### src/rtl/lcd_pixel_pkg.sv
// ---------------------------------------------------------------------------
// lcd_pixel_pkg
// Shared definitions for the FIFO -> LCD pixel path.
//  - WORD_WIDTH / PIXEL_WIDTH : FIFO word and RGB pixel widths (32 / 24).
//  - phase_e                  : unpack phase, named after the number of carry
//                               bytes held (C0..C3).
//  - LANE1..LANE3             : byte-lane widths used when splitting a packed
//                               word. The ingester-side test model uses them too.
//  - unpack_step()            : one step of the 3-word -> 4-pixel unpacking.
// No ports (package).
// ---------------------------------------------------------------------------
package lcd_pixel_pkg;

  localparam int WORD_WIDTH  = 32;
  localparam int PIXEL_WIDTH = 24;
  localparam int BYTE_WIDTH  = 8;

  // Lane widths: the number of bits carried out of a word in phases C0, C1, C2.
  localparam int LANE1 = BYTE_WIDTH;
  localparam int LANE2 = 2 * BYTE_WIDTH;
  localparam int LANE3 = 3 * BYTE_WIDTH;

  typedef enum logic [1:0] {
    PH_C0 = 2'd0,
    PH_C1 = 2'd1,
    PH_C2 = 2'd2,
    PH_C3 = 2'd3
  } phase_e;

  typedef struct packed {
    logic [PIXEL_WIDTH-1:0] pixel;
    logic [PIXEL_WIDTH-1:0] carry;
    phase_e                 next_phase;
  } unpack_t;

  // Pixel, new carry and next phase for the current phase. In C3 the word is
  // ignored because the whole pixel is already sitting in the carry.
  function automatic unpack_t unpack_step(input phase_e                 ph,
                                          input logic [PIXEL_WIDTH-1:0] carry,
                                          input logic [WORD_WIDTH-1:0]  word);
    unpack_t r;
    r.pixel      = '0;
    r.carry      = '0;
    r.next_phase = PH_C0;
    case (ph)
      PH_C0: begin
        r.pixel              = word[WORD_WIDTH-1 -: LANE3];
        r.carry[LANE1-1:0]   = word[LANE1-1:0];
        r.next_phase         = PH_C1;
      end
      PH_C1: begin
        r.pixel              = {carry[LANE1-1:0], word[WORD_WIDTH-1 -: LANE2]};
        r.carry[LANE2-1:0]   = word[LANE2-1:0];
        r.next_phase         = PH_C2;
      end
      PH_C2: begin
        r.pixel              = {carry[LANE2-1:0], word[WORD_WIDTH-1 -: LANE1]};
        r.carry              = word[LANE3-1:0];
        r.next_phase         = PH_C3;
      end
      default: begin
        r.pixel              = carry;
        r.next_phase         = PH_C0;
      end
    endcase
    return r;
  endfunction

endpackage

### src/rtl/word_skid_fifo2.sv
// ---------------------------------------------------------------------------
// word_skid_fifo2
// Two-entry word buffer between the FIFO read port and the unpacker.
// Ports:
//  i_clock  in   clock
//  i_reset  in   asynchronous active-high reset (empties the buffer)
//  i_push   in   write i_data at this edge
//  i_data   in   word to store
//  i_pop    in   drop the head word at this edge (only when o_count != 0)
//  o_head   out  oldest stored word
//  o_count  out  number of stored words (0..2)
// The caller never pushes into a full buffer: its read requests already
// reserve room for every word in flight.
// ---------------------------------------------------------------------------
module word_skid_fifo2
  import lcd_pixel_pkg::*;
#(
  parameter int WIDTH = WORD_WIDTH
) (
  input  logic             i_clock,
  input  logic             i_reset,
  input  logic             i_push,
  input  logic [WIDTH-1:0] i_data,
  input  logic             i_pop,
  output logic [WIDTH-1:0] o_head,
  output logic [1:0]       o_count
);

  logic [WIDTH-1:0] mem_q [2];
  logic             wr_ptr_q;
  logic             rd_ptr_q;
  logic [1:0]       count_q;

  // Storage needs no reset: the occupancy count says which entries are valid.
  always_ff @(posedge i_clock) begin
    if (i_push) begin
      mem_q[wr_ptr_q] <= i_data;
    end
  end

  always_ff @(posedge i_clock or posedge i_reset) begin
    if (i_reset) begin
      wr_ptr_q <= 1'b0;
      rd_ptr_q <= 1'b0;
      count_q  <= 2'd0;
    end else begin
      if (i_push) begin
        wr_ptr_q <= ~wr_ptr_q;
      end
      if (i_pop) begin
        rd_ptr_q <= ~rd_ptr_q;
      end
      count_q <= count_q + {1'b0, i_push} - {1'b0, i_pop};
    end
  end

  assign o_head  = mem_q[rd_ptr_q];
  assign o_count = count_q;

endmodule

### src/rtl/fifo_pixel_unpacker.sv
// ---------------------------------------------------------------------------
// fifo_pixel_unpacker
// Pops 32-bit packed words from the frame FIFO (non-FWFT) and unpacks them
// into 24-bit RGB pixels. Three words always yield four pixels.
// Ports:
//  i_clock           in   FIFO read clock
//  i_reset           in   asynchronous active-high reset
//  i_fifoData        in   FIFO read data, valid one cycle after a pop
//  i_fifoEmpty       in   FIFO empty flag
//  o_fifoReadEnable  out  FIFO pop request
//  o_pixelData       out  RGB pixel (R in the MSBs)
//  o_pixelValid      out  o_pixelData holds a valid pixel
//  i_pixelReady      in   downstream takes the pixel when valid && ready
//  o_phase           out  current unpack phase (debug)
//  i_realign         in   present only when UNPACK_REALIGN_EN is defined;
//                         drops the carry and restarts the pixel group
// Optional feature macro: UNPACK_REALIGN_EN.
// ---------------------------------------------------------------------------
module fifo_pixel_unpacker #(
  parameter int WORD_WIDTH  = lcd_pixel_pkg::WORD_WIDTH,
  parameter int PIXEL_WIDTH = lcd_pixel_pkg::PIXEL_WIDTH
) (
  input  logic                   i_clock,
  input  logic                   i_reset,
  input  logic [WORD_WIDTH-1:0]  i_fifoData,
  input  logic                   i_fifoEmpty,
  output logic                   o_fifoReadEnable,
  output logic [PIXEL_WIDTH-1:0] o_pixelData,
  output logic                   o_pixelValid,
  input  logic                   i_pixelReady,
  output logic [1:0]             o_phase
`ifdef UNPACK_REALIGN_EN
  ,
  input  logic                   i_realign
`endif
);

  import lcd_pixel_pkg::*;

  // The unpacking lanes are fixed to the 32 -> 24 layout.
  generate
    if (WORD_WIDTH != 32 || PIXEL_WIDTH != 24) begin : g_bad_cfg
      $error("fifo_pixel_unpacker supports only WORD_WIDTH=32 and PIXEL_WIDTH=24");
    end
  endgenerate

  logic realign;
`ifdef UNPACK_REALIGN_EN
  assign realign = i_realign;
`else
  assign realign = 1'b0;
`endif

  logic [WORD_WIDTH-1:0]  head_word;
  logic [1:0]             buf_count;
  logic                   rd_inflight_q;
  logic                   load_en;
  logic                   consume;
  logic [1:0]             committed;
  unpack_t                step;

  phase_e                 phase_q;
  logic [PIXEL_WIDTH-1:0] carry_q;
  logic [PIXEL_WIDTH-1:0] pixel_q;
  logic                   valid_q;

  // A read returns its word one cycle later. That word goes into the buffer
  // at the following edge. It is not passed straight to the pixel register.
  word_skid_fifo2 #(
    .WIDTH(WORD_WIDTH)
  ) u_skid (
    .i_clock (i_clock),
    .i_reset (i_reset),
    .i_push  (rd_inflight_q),
    .i_data  (i_fifoData),
    .i_pop   (consume),
    .o_head  (head_word),
    .o_count (buf_count)
  );

  always_comb begin
    // C3 needs no word; the other phases need a buffered one.
    // Realign wins over a load.
    load_en   = (!valid_q || i_pixelReady)
              && ((phase_q == PH_C3) || (buf_count != 2'd0))
              && !realign;
    consume   = load_en && (phase_q != PH_C3);
    // Words that will occupy the buffer after this edge. consume implies
    // buf_count >= 1, and count + in-flight never exceeds 2, so no wrap.
    committed = buf_count + {1'b0, rd_inflight_q} - {1'b0, consume};
    o_fifoReadEnable = !i_fifoEmpty && (committed < 2'd2);
    step      = unpack_step(phase_q, carry_q, head_word);
  end

  always_ff @(posedge i_clock or posedge i_reset) begin
    if (i_reset) begin
      rd_inflight_q <= 1'b0;
      phase_q       <= PH_C0;
      carry_q       <= '0;
      pixel_q       <= '0;
      valid_q       <= 1'b0;
    end else begin
      rd_inflight_q <= o_fifoReadEnable;
      if (realign) begin
        // Buffered and in-flight words are kept; they start the new group.
        phase_q <= PH_C0;
        carry_q <= '0;
        pixel_q <= '0;
        valid_q <= 1'b0;
      end else if (load_en) begin
        phase_q <= step.next_phase;
        carry_q <= step.carry;
        pixel_q <= step.pixel;
        valid_q <= 1'b1;
      end else if (valid_q && i_pixelReady) begin
        valid_q <= 1'b0;
      end
    end
  end

  assign o_pixelData  = pixel_q;
  assign o_pixelValid = valid_q;
  assign o_phase      = phase_q;

endmodule

### config.mk
export PLATFORM = sky130hd
export DESIGN_NAME = fifo_pixel_unpacker
export DESIGN_NICKNAME = d
export VERILOG_FILES = /design/src/rtl/lcd_pixel_pkg.sv /design/src/rtl/word_skid_fifo2.sv /design/src/rtl/fifo_pixel_unpacker.sv
export SDC_FILE = /design/constraint.sdc
export NUM_CORES = 1
export LEC_CHECK = 0
export ABC_CLOCK_PERIOD_IN_PS = 3200
export CAP_MARGIN = 15
export CORE_ASPECT_RATIO = 0.9
export CORE_MARGIN = 4
export CORE_UTILIZATION = 55
export CTS_CLUSTER_SIZE = 12
export DETAILED_ROUTE_END_ITERATION = 16
export PLACE_DENSITY = 0.77
export SKIP_LAST_GASP = 1
export SLEW_MARGIN = 20
export SYNTH_ARGS = -nofsm -noshare
export SYNTH_HDL_FRONTEND = slang
export SYNTH_SLANG_ARGS = --single-unit
### constraint.sdc
create_clock -name i_clock -period 3.2 [get_ports i_clock]
set_input_delay 0.64 -clock i_clock [delete_from_list [all_inputs] [get_ports i_clock]]
set_output_delay 0.64 -clock i_clock [all_outputs]
set_load 0.03 [all_outputs]
==> results of run 1 <==
final timing paths:
path | from | cells after the start | slack, ns | end
worst max-delay path | o_phase[0] | 11 | 0.03 | o_fifoReadEnable
worst min-delay path | o_pixelData[17] | 1 | 0.48 | o_pixelData[17]
worst max register to register | o_phase[0] | 7 | 0.98 | o_pixelData[23]
worst min register to register | o_pixelData[17] | 1 | 0.48 | o_pixelData[17]
max in group asynchronous | i_reset | 3 | 2.08 | o_pixelData[5]
min in group asynchronous | i_reset | 3 | 0.64 | u_skid.o_count[1]
repair_timing:
action                                  CTS  global route
cloned                                    0             0
setup buffers                             2             0
hold endpoints to repair                  0             0
resized for setup                         1             3
endpoints found under the setup margin    1             1
pin swaps                                 1             1
placed cells by master, fill, tap and decap left out, types with 2 or more instances in the layout:
master | Yosys | routed
nor2b_1 | 9 | 8
a21o_1 | 8 | 8
clkinvlp_4 | 0 | 3
a221oi_1 | 16 | 16
mux2_4 | 5 | 5
dfrtp_1 | 56 | 56
xnor2_2 | 0 | 2
a21oi_2 | 5 | 5
clkbuf_16 | 0 | 16
a22oi_1 | 8 | 8
buf_4 | 1 | 13
a21oi_1 | 20 | 20
o31ai_1 | 16 | 16
xor2_1 | 2 | 2
clkinv_1 | 0 | 3
clkinv_2 | 0 | 3
bufinv_16 | 0 | 5
inv_1 | 21 | 20
a22o_1 | 8 | 8
clkdlybuf4s50_1 | 0 | 62
nand2_1 | 65 | 65
o21ai_0 | 16 | 16
mux2i_1 | 8 | 8
mux2_2 | 20 | 20
ha_1 | 7 | 7
a221o_1 | 8 | 8
edfxtp_1 | 64 | 64
critical path, cell delays in order, from the launching register on:
cell and delay (ns):
dfrtp_1 0.38, ha_1 0.22, nor3_2 0.12, nand2b_2 0.15, nor2_1 0.06, ha_1 0.27, inv_1 0.04, ha_1 0.20
xnor2_2 0.15, xnor2_2 0.15, nor2_2 0.12, buf_6 0.14
flip-flops by register name, summed over array words and instances, names as in the netlist:
name and cells:
o_pixelValid 1, u_skid.wr_ptr_q 1, u_skid.mem_q 64, o_pixelData 24, u_skid.o_count 2, u_skid.rd_ptr_q 1, rd_inflight_q 1, o_phase 2
carry_q 24
where the power goes:
group / internal [mW] / switching [mW]
sequential: 2.18 / 0.269
clock: 1.33 / 0.651
combinational: 1.25 / 1.79
layout make-up:
| cell class | instances | area, um2 |
|---|---|---|
| Clock buffer | 17 | 414 |
| Inverter | 21 | 78.8 |
| Sequential cell | 120 | 3320 |
| Tap cell | 122 | 153 |
| Timing Repair Buffer | 76 | 729 |
| Clock inverter | 15 | 208 |
| Multi-Input combinational cell | 230 | 1620 |
| Fill cell | 608 | 2600 |
kinds of logic after synthesis:
| logic type | after synthesis |
|---|---|
| flip-flops | 120 |
| AO/OA/AOI/OAI | 105 |
| AND/OR/NAND/NOR | 81 |
| buffers and inverters | 51 |
| multiplexers | 33 |
| adder cells (fa/ha/maj) | 7 |
| XOR/XNOR | 4 |
per-layer routing:
layer | global-route usage, % | wire length (um) | up-vias
met2 | 30.5 | 4980 | 135
met3 | 6.30 | 763 | 15
met1 | 28.9 | 4710 | 1629
met4 | 7.38 | 148 | 0
li1 | - | - | 1592
met5 | 0 | 0 | -
==> metrics.txt, run 1 <==
IO Pins 64; synth unique cells 31; Clk pin slew, worst setup/hold paths 0.06 ns; Total GRT Usage 20.6%; H-tree depth 4; initial antenna violation count 0; Setup WS pre-CTS 0.0986 ns; DR WL/cell 17.6 um; placed cells 567; Max-cap violations 0; Yosys top cell by area edfxtp_1; n_diodes 0; Tmin final 3.17 ns; Cell Rows 33; grt total ovfl 0; # hold bufs at CTS 0; compound-gate portion of the synthesized area 14.6%; non-filler cells, final 601; Layout Nets 509; Yosys warnings 0; Post-Synth XOR/XNOR Area 0.679%; Worst Path Arrival 2.53 ns; CTS tree done; DRT Pass-1 Iters 5; Final Setup Violations 0; Max-slew headroom 40.6%; Max Clk Rate 0.316 GHz; IO Port Bufs 63; synth top area cells edfxtp_1 (37%), dfrtp_1 (27%), nand2_1 (4.7%), mux2_2 (4.4%), a221oi_1 (2.7%); area post-placement 0.00587 mm2; Vias/cell 5.61; Routed WL 10600 um; Mapped Cells 401; Power Dens Cells 1140 mW/mm2; final hold vios 0; hpwl dp 6440 um; Die ar. 0.0110 mm2; gpl congestion 0.796; Simple-Gate Fraction of Synth Area 6.53%; DRT antenna net count 0; RSZ-0062 raised after global routing true; syn_nets 444; Final Util 71.5%; Syn Area/Cell 12.9 um2; Die Y 99.9 um; Leakage 2.62 nW; Hold Crit Class flip-flop to flip-flop; Core ar. 0.00913 mm2; vias in the first global route 3302; most frequent cells after synthesis nand2_1 (65), edfxtp_1 (64), dfrtp_1 (56); Fin Clk Skew 0.00440 ns; Critical Path Fanout Max 2; clk sink count 120; total CTS buffers 17; status finished, final reports clean; Mapped Area 0.00516 mm2; Seq/Total Area, Yosys 64.5%; Post-Synth Adder-Cell Area 1.70%; largest net degree at the start of global routing 100; Slew @ Worst Pin 0.891 ns; hold slack 0.476 ns; Final Cycle Share 98.9%; DR vias 3371; Layout Area Growth over Synthesis 26.6%; Starting DRT DRC Count 253; Worst Slack Setup Final 0.0346 ns; top cell type's share of synthesized area 37.3%; Die X 110 um; Setup CP Type flip-flop to output port; Worst Path Required 2.56 ns; Main synth FF type edfxtp_1; Post-synth EDFFs 64; pins over their slew limit 0; Max rail drop VDD 0.858 mV; Root Buffer clkbuf_8; cell with the most instances after synthesis nand2_1; clock buffer depth 2; Pwr Total 7.47 mW; clk_lat worst skew 0.51 ns; layout cells sized above 1 16.7%; Startpoint Class flip-flop; asr flop ratio synth 46.7%; Initial Utilization 56.5%; setup TNS 0 ns; Worst setup EP type output port; largest family of logic cells by synthesized area compound AO/OA/AOI/OAI gates; first-pass GRT wire length 16900 um; Yosys reg bits 120; mux cell area share after synthesis 7.38%; final instance area 0.00653 mm2; drt drc 0
Power figures use the tool's default switching activity.
==> inputs of run 2 (changes only) <==
--- a/config.mk
+++ b/config.mk
@@ -5,13 +5,14 @@
 export SDC_FILE = /design/constraint.sdc
 export NUM_CORES = 1
 export LEC_CHECK = 0
-export ABC_CLOCK_PERIOD_IN_PS = 3200
+export ABC_CLOCK_PERIOD_IN_PS = 3400
 export CAP_MARGIN = 15
 export CORE_ASPECT_RATIO = 0.9
 export CORE_MARGIN = 4
 export CORE_UTILIZATION = 55
 export CTS_CLUSTER_SIZE = 12
 export DETAILED_ROUTE_END_ITERATION = 16
+export GPL_TIMING_DRIVEN = 0
 export PLACE_DENSITY = 0.77
 export SKIP_LAST_GASP = 1
 export SLEW_MARGIN = 20
==> constraint.sdc (replaced) <==
create_clock -name i_clock -period 3.4 [get_ports i_clock]
set_input_delay 0.68 -clock i_clock [delete_from_list [all_inputs] [get_ports i_clock]]
set_output_delay 0.68 -clock i_clock [all_outputs]
set_load 0.03 [all_outputs]
==> metrics.txt, run 2 (same netlist as run 1, synthesis figures left out) <==
clock buffer depth 2 (unchanged); Final Cycle Share 96.7%; Max-cap violations 0 (unchanged); pins over their slew limit 0 (unchanged); Slew @ Worst Pin 0.730 ns (-0.161 ns); largest net degree at the start of global routing 57 (-43%); Max rail drop VDD 0.589 mV (-31%); Worst Path Required 2.72 ns (+0.16 ns); H-tree depth 4 (unchanged); Clk pin slew, worst setup/hold paths 0.06 ns (about the same); Max-slew headroom 51.4% (+11 points); IO Pins 64 (unchanged); DRT Pass-1 Iters 5 (unchanged); Cell Rows 33 (unchanged); CTS tree done; final hold vios 0 (unchanged); gpl congestion 0.958 (+20%); DRT antenna net count 0 (unchanged); DR vias 3643 (+8.1%); grt total ovfl 0 (unchanged); WL met3 865 um (+13%); drt drc 0 (unchanged); RSZ-0062 raised after global routing false; vias in the first global route 3729 (+13%); status finished, final reports clean; first-pass GRT wire length 20200 um (+20%); n_diodes 0 (unchanged); Worst setup EP type output port; final instance area 0.00669 mm2 (+2.5%); clk_lat worst skew 0.53 ns (+0.02 ns); total CTS buffers 17 (unchanged); Power Dens Cells 1090 mW/mm2 (-4.6%); most common cell after layout, fill and taps aside nand2_1; Starting DRT DRC Count 294 (+16%); Vias/cell 5.84 (+4.1%); most flop-heavy register u_skid.mem_q; Hold Crit Class flip-flop to flip-flop; top layer in use met4; Leakage 2.65 nW (+1.1%); Pwr Total 7.30 mW (-2.3%); Max Clk Rate 0.304 GHz; Die ar. 0.0110 mm2 (unchanged); Critical Path Fanout Max 2 (unchanged); Core ar. 0.00913 mm2 (unchanged); number of flip-flops in the largest register 64 (unchanged); Root Buffer clkbuf_8; clk sink count 120 (unchanged); Total GRT Usage 25.2% (+4.7 points); Final Setup Violations 0 (unchanged); Die X 110 um (unchanged); layout cells sized above 1 17.1% (+0.43 points); Layout Area Growth over Synthesis 29.7%; Routed WL 12700 um (+20%); Tmin final 3.29 ns; Initial Utilization 56.5% (unchanged); Startpoint Class flip-flop; Setup CP Type flip-flop to output port; setup TNS 0 ns (unchanged); WL met1 5480 um (+16%); hold slack 0.476 ns (-0.000192 ns); IO Port Bufs 63 (unchanged); DR WL/cell 20.3 um (+15%); hpwl dp 8610 um (+34%); met2 wire length 6000 um (+20%); Worst Path Arrival 2.61 ns (+0.08 ns); non-filler cells, final 624 (+3.8%); area post-placement 0.00599 mm2 (+2.1%); Die Y 99.9 um (unchanged); Layout Nets 532 (+4.5%); placed cells 588 (+3.7%); Fin Clk Skew 0.0117 ns (+0.00728 ns); commonest non-fill, non-tap cells in the layout nand2_1 (65), edfxtp_1 (64), clkdlybuf4s50_1 (62); initial antenna violation count 0 (unchanged)
run 2: final timing paths:
| kind | slack, ns | endpoint | cells past startpoint | startpoint |
|---|---|---|---|---|
| max in group asynchronous | 2.32 | carry_q[16] | 2 | i_reset |
| setup / recovery | 0.11 | o_fifoReadEnable | 11 | o_phase[0] |
| hold reg to reg | 0.48 | o_pixelData[22] | 1 | o_pixelData[22] |
| hold / removal | 0.48 | o_pixelData[22] | 1 | o_pixelData[22] |
| min in group asynchronous | 0.62 | u_skid.o_count[1] | 2 | i_reset |
| setup reg to reg | 1.17 | o_pixelData[18] | 7 | o_phase[0] |
run 2: repair_timing:
item | CTS | global route
endpoints found under the setup margin | 1 | 1
buffers inserted | 3 | 3
hold buffers | 0 | 0
resized for setup | 9 | 13
pin swaps | 1 | 6
run 2: through the flow:
step	setup slack [ns]	util, %
after floorplan	0.0920	-
after global placement	-0.727	65.1
after detailed placement	-0.777	65.7
after CTS	0.0333	72.2
after global routing	0.0236	73.3
final	0.112	73.3
run 2: area by class of cell:
class	count	area (um2)
buffer	28	150
clock buffer	19	422
clock inverter	13	153
fill	622	2440
inverter	21	81.3
multi-input combinational	230	1690
sequential	120	3320
tap	122	153
timing repair buffer	71	713
run 2: layer usage:
layer / vias to the layer above / global-route usage, %
li1: 1640 / -
met1: 1807 / 34.5
met2: 160 / 39.0
met3: 36 / 5.79
met4: 0 / 10.7
met5: - / 0
run 2: worst max-delay path: stages, from the launching register on:
cell	delay (ns)
dfrtp_1	0.41
ha_4	0.19
nor3_4	0.18
nand2b_4	0.16
nor2_4	0.05
ha_4	0.25
inv_2	0.04
ha_4	0.17
xnor2_4	0.14
xnor2_2	0.15
nor2_1	0.15
buf_4	0.18
run 2: power breakdown:
group,switching [mW],internal [mW],total (mW)
registers,0.293,2.05,2.34
logic,1.89,1.33,3.23
clock network,0.624,1.11,1.73
==> inputs of run 3 (changes only) <==
--- a/config.mk
+++ b/config.mk
@@ -5,7 +5,6 @@
 export SDC_FILE = /design/constraint.sdc
 export NUM_CORES = 1
 export LEC_CHECK = 0
-export ABC_CLOCK_PERIOD_IN_PS = 3400
 export CAP_MARGIN = 15
 export CORE_ASPECT_RATIO = 0.9
 export CORE_MARGIN = 4
@@ -13,6 +12,7 @@
 export CTS_CLUSTER_SIZE = 12
 export DETAILED_ROUTE_END_ITERATION = 16
 export GPL_TIMING_DRIVEN = 0
+export HOLD_SLACK_MARGIN = 0.12
 export PLACE_DENSITY = 0.77
 export SKIP_LAST_GASP = 1
 export SLEW_MARGIN = 20
==> constraint.sdc (replaced) <==
create_clock -name i_clock -period 4.2 [get_ports i_clock]
set_input_delay 0.84 -clock i_clock [delete_from_list [all_inputs] [get_ports i_clock]]
set_output_delay 0.84 -clock i_clock [all_outputs]
set_load 0.03 [all_outputs]
==> metrics.txt, run 3 (same netlist as run 1, synthesis figures left out) <==
IO Pins 64 (unchanged); Fin Clk Skew 0.00760 ns (-0.00407 ns); DRT antenna net count 0 (unchanged); H-tree depth 4 (unchanged); internal power 3.54 mW (-21%); Die Y 99.9 um (unchanged); Final Setup Violations 0 (unchanged); setup TNS 0 ns (unchanged); n_diodes 0 (unchanged); RR Startpoint o_phase[0]; clk_lat worst skew 0.53 ns (about the same); Critical Path Fanout Max 10 (+8); Vias/cell 5.86 (+0.37%); Final Util 72.1% (-1.2 points); Startpoint Class flip-flop; Final Cycle Share 95.8%; Seq pwr share 32.9% (+0.8 points); Tmin final 4.02 ns; Power Dens Cells 877 mW/mm2 (-20%); hpwl dp 8610 um (unchanged); DR vias 3633 (-0.27%); Max-cap violations 0 (unchanged); Worst Path Required 3.36 ns (+0.64 ns); first-pass GRT wire length 20100 um (-0.34%); Starting DRT DRC Count 308 (+4.8%); largest net degree at the start of global routing 57 (unchanged); IO Port Bufs 63 (unchanged); DRT Pass-1 Iters 5 (unchanged); initial antenna violation count 0 (unchanged); Clk pin slew, worst setup/hold paths 0.06 ns (about the same); number of flip-flops in the largest register 64 (unchanged); DR WL/cell 20.4 um (+0.18%); drt drc 0 (unchanged); status finished, final reports clean; post-CTS setup buffers 0 (-3); Die ar. 0.0110 mm2 (unchanged); # hold bufs at CTS 0 (unchanged); Total GRT Usage 25.2% (-0.076 points); Setup CP Type flip-flop to output port; layout cells sized above 1 14.9% (-2.3 points); Max rail drop VDD 0.476 mV (-19%); pins over their slew limit 0 (unchanged); most common cell after layout, fill and taps aside nand2_1; Initial Utilization 56.5% (unchanged); Hold Crit Class flip-flop to flip-flop; final hold vios 0 (unchanged); clk sink count 120 (unchanged); Layout Area Growth over Synthesis 27.6%; grt total ovfl 0 (unchanged); vias in the first global route 3719 (-0.27%); Setup crit start o_phase[0]; Max Clk Rate 0.249 GHz; Cell Rows 33 (unchanged); most flop-heavy register u_skid.mem_q; commonest non-fill, non-tap cells in the layout nand2_1 (65), edfxtp_1 (64), clkdlybuf4s50_1 (62); Slew @ Worst Pin 0.692 ns (-0.0378 ns); Die X 110 um (unchanged); Net Sw Frac 38.5% (about the same); total CTS buffers 17 (unchanged); Root Buffer clkbuf_8; CTS tree done; Worst setup EP type output port; clock buffer depth 2 (unchanged); Max-slew headroom 53.9% (+2.5 points); Layout Nets 528 (-0.75%); gpl congestion 0.958 (unchanged); Net Sw Power 2.22 mW (-21%); Routed WL 12600 um (-0.46%); Core ar. 0.00913 mm2 (unchanged); combinational share of power 42.9% (-1.3 points); Hold Crit Start o_pixelData[23]; Worst Path Arrival 3.18 ns (+0.57 ns); Leakage 2.62 nW (-1.3%); Clk network pwr share 24.2% (+0.5 points)
run 3: cell types whose count changed in the layout (fill, tap and decap cells not counted), moves of 2 or more:
cell     previous run  this run
buf_4               8         1
ha_4                3         0
ha_1                4         7
xnor2_1             0         2
run 3: metal layers:
layer  wire, um  vias to the layer above  global-route usage, %
met1       5370                     1805                   34.5
met2       5960                      164                   38.7
met4        371                        0                   10.7
li1           -                     1629                      -
met3        916                       35                   5.85
met5          0                        -                      0
run 3: path summary, 6_finish.rpt:
path	end	slack, ns	depth (start not counted)
min in group asynchronous	u_skid.o_count[1]	0.77	2
max in group asynchronous	o_pixelData[0]	2.96	2
worst min register to register	o_pixelData[23]	0.48	1
worst min-delay path	o_pixelData[23]	0.48	1
worst max-delay path	o_fifoReadEnable	0.18	13
worst max register to register	rd_inflight_q	1.72	12
run 3: area by class of cell:
class                           instances  area, um2
Buffer                                 30        169
Clock buffer                           19        422
Clock inverter                         13        153
Fill cell                             638       2550
Inverter                               21       81.3
Multi-Input combinational cell        230       1610
Sequential cell                       120       3320
Tap cell                              122        153
Timing Repair Buffer                   65        671
run 3: repair_timing:
item                                    CTS  global route
resized for setup                         3             6
pin swaps                                 0             1
endpoints found under the setup margin    1             1
hold endpoints to repair                  0             0
run 3: through the flow:
step           power [mW]  worst slack, ns  std cells  area (um2)  hold WS [ns]
6_report             5.77            0.178        620        6580         0.476
5_1_grt              6.08          -0.0528        620        6580         0.494
4_1_cts              5.75           0.0162        620        6570         0.480
3_5_place_dp         4.32           -0.297        588        5990         0.467
3_3_place_gp         4.24           -0.247        586        5940         0.459
2_1_floorplan        3.47            0.726        401        5160         0.450
run 3: critical path: stages, from the launching register on:
cell and delay, ns:
dfrtp_1 0.43, ha_1 0.27, nor3_2 0.14, nand2b_1 0.12, clkbuf_4 0.19, buf_6 0.17, nor2_1 0.08, ha_1 0.27
inv_1 0.04, ha_1 0.18, xnor2_1 0.13, xnor2_1 0.24, nor2_1 0.08, clkdlybuf4s18_2 0.29
run 3: power groups by stage:
stage | Combinational, mW | Clock (mW) | Sequential [mW]
final | 2.47 | 1.40 | 1.89
after global routing | 2.68 | 1.47 | 1.93
after CTS | 2.45 | 1.42 | 1.89
after detailed placement | 2.42 | 0 | 1.90
after global placement | 2.35 | 0 | 1.89
after floorplan | 1.41 | 0 | 2.06
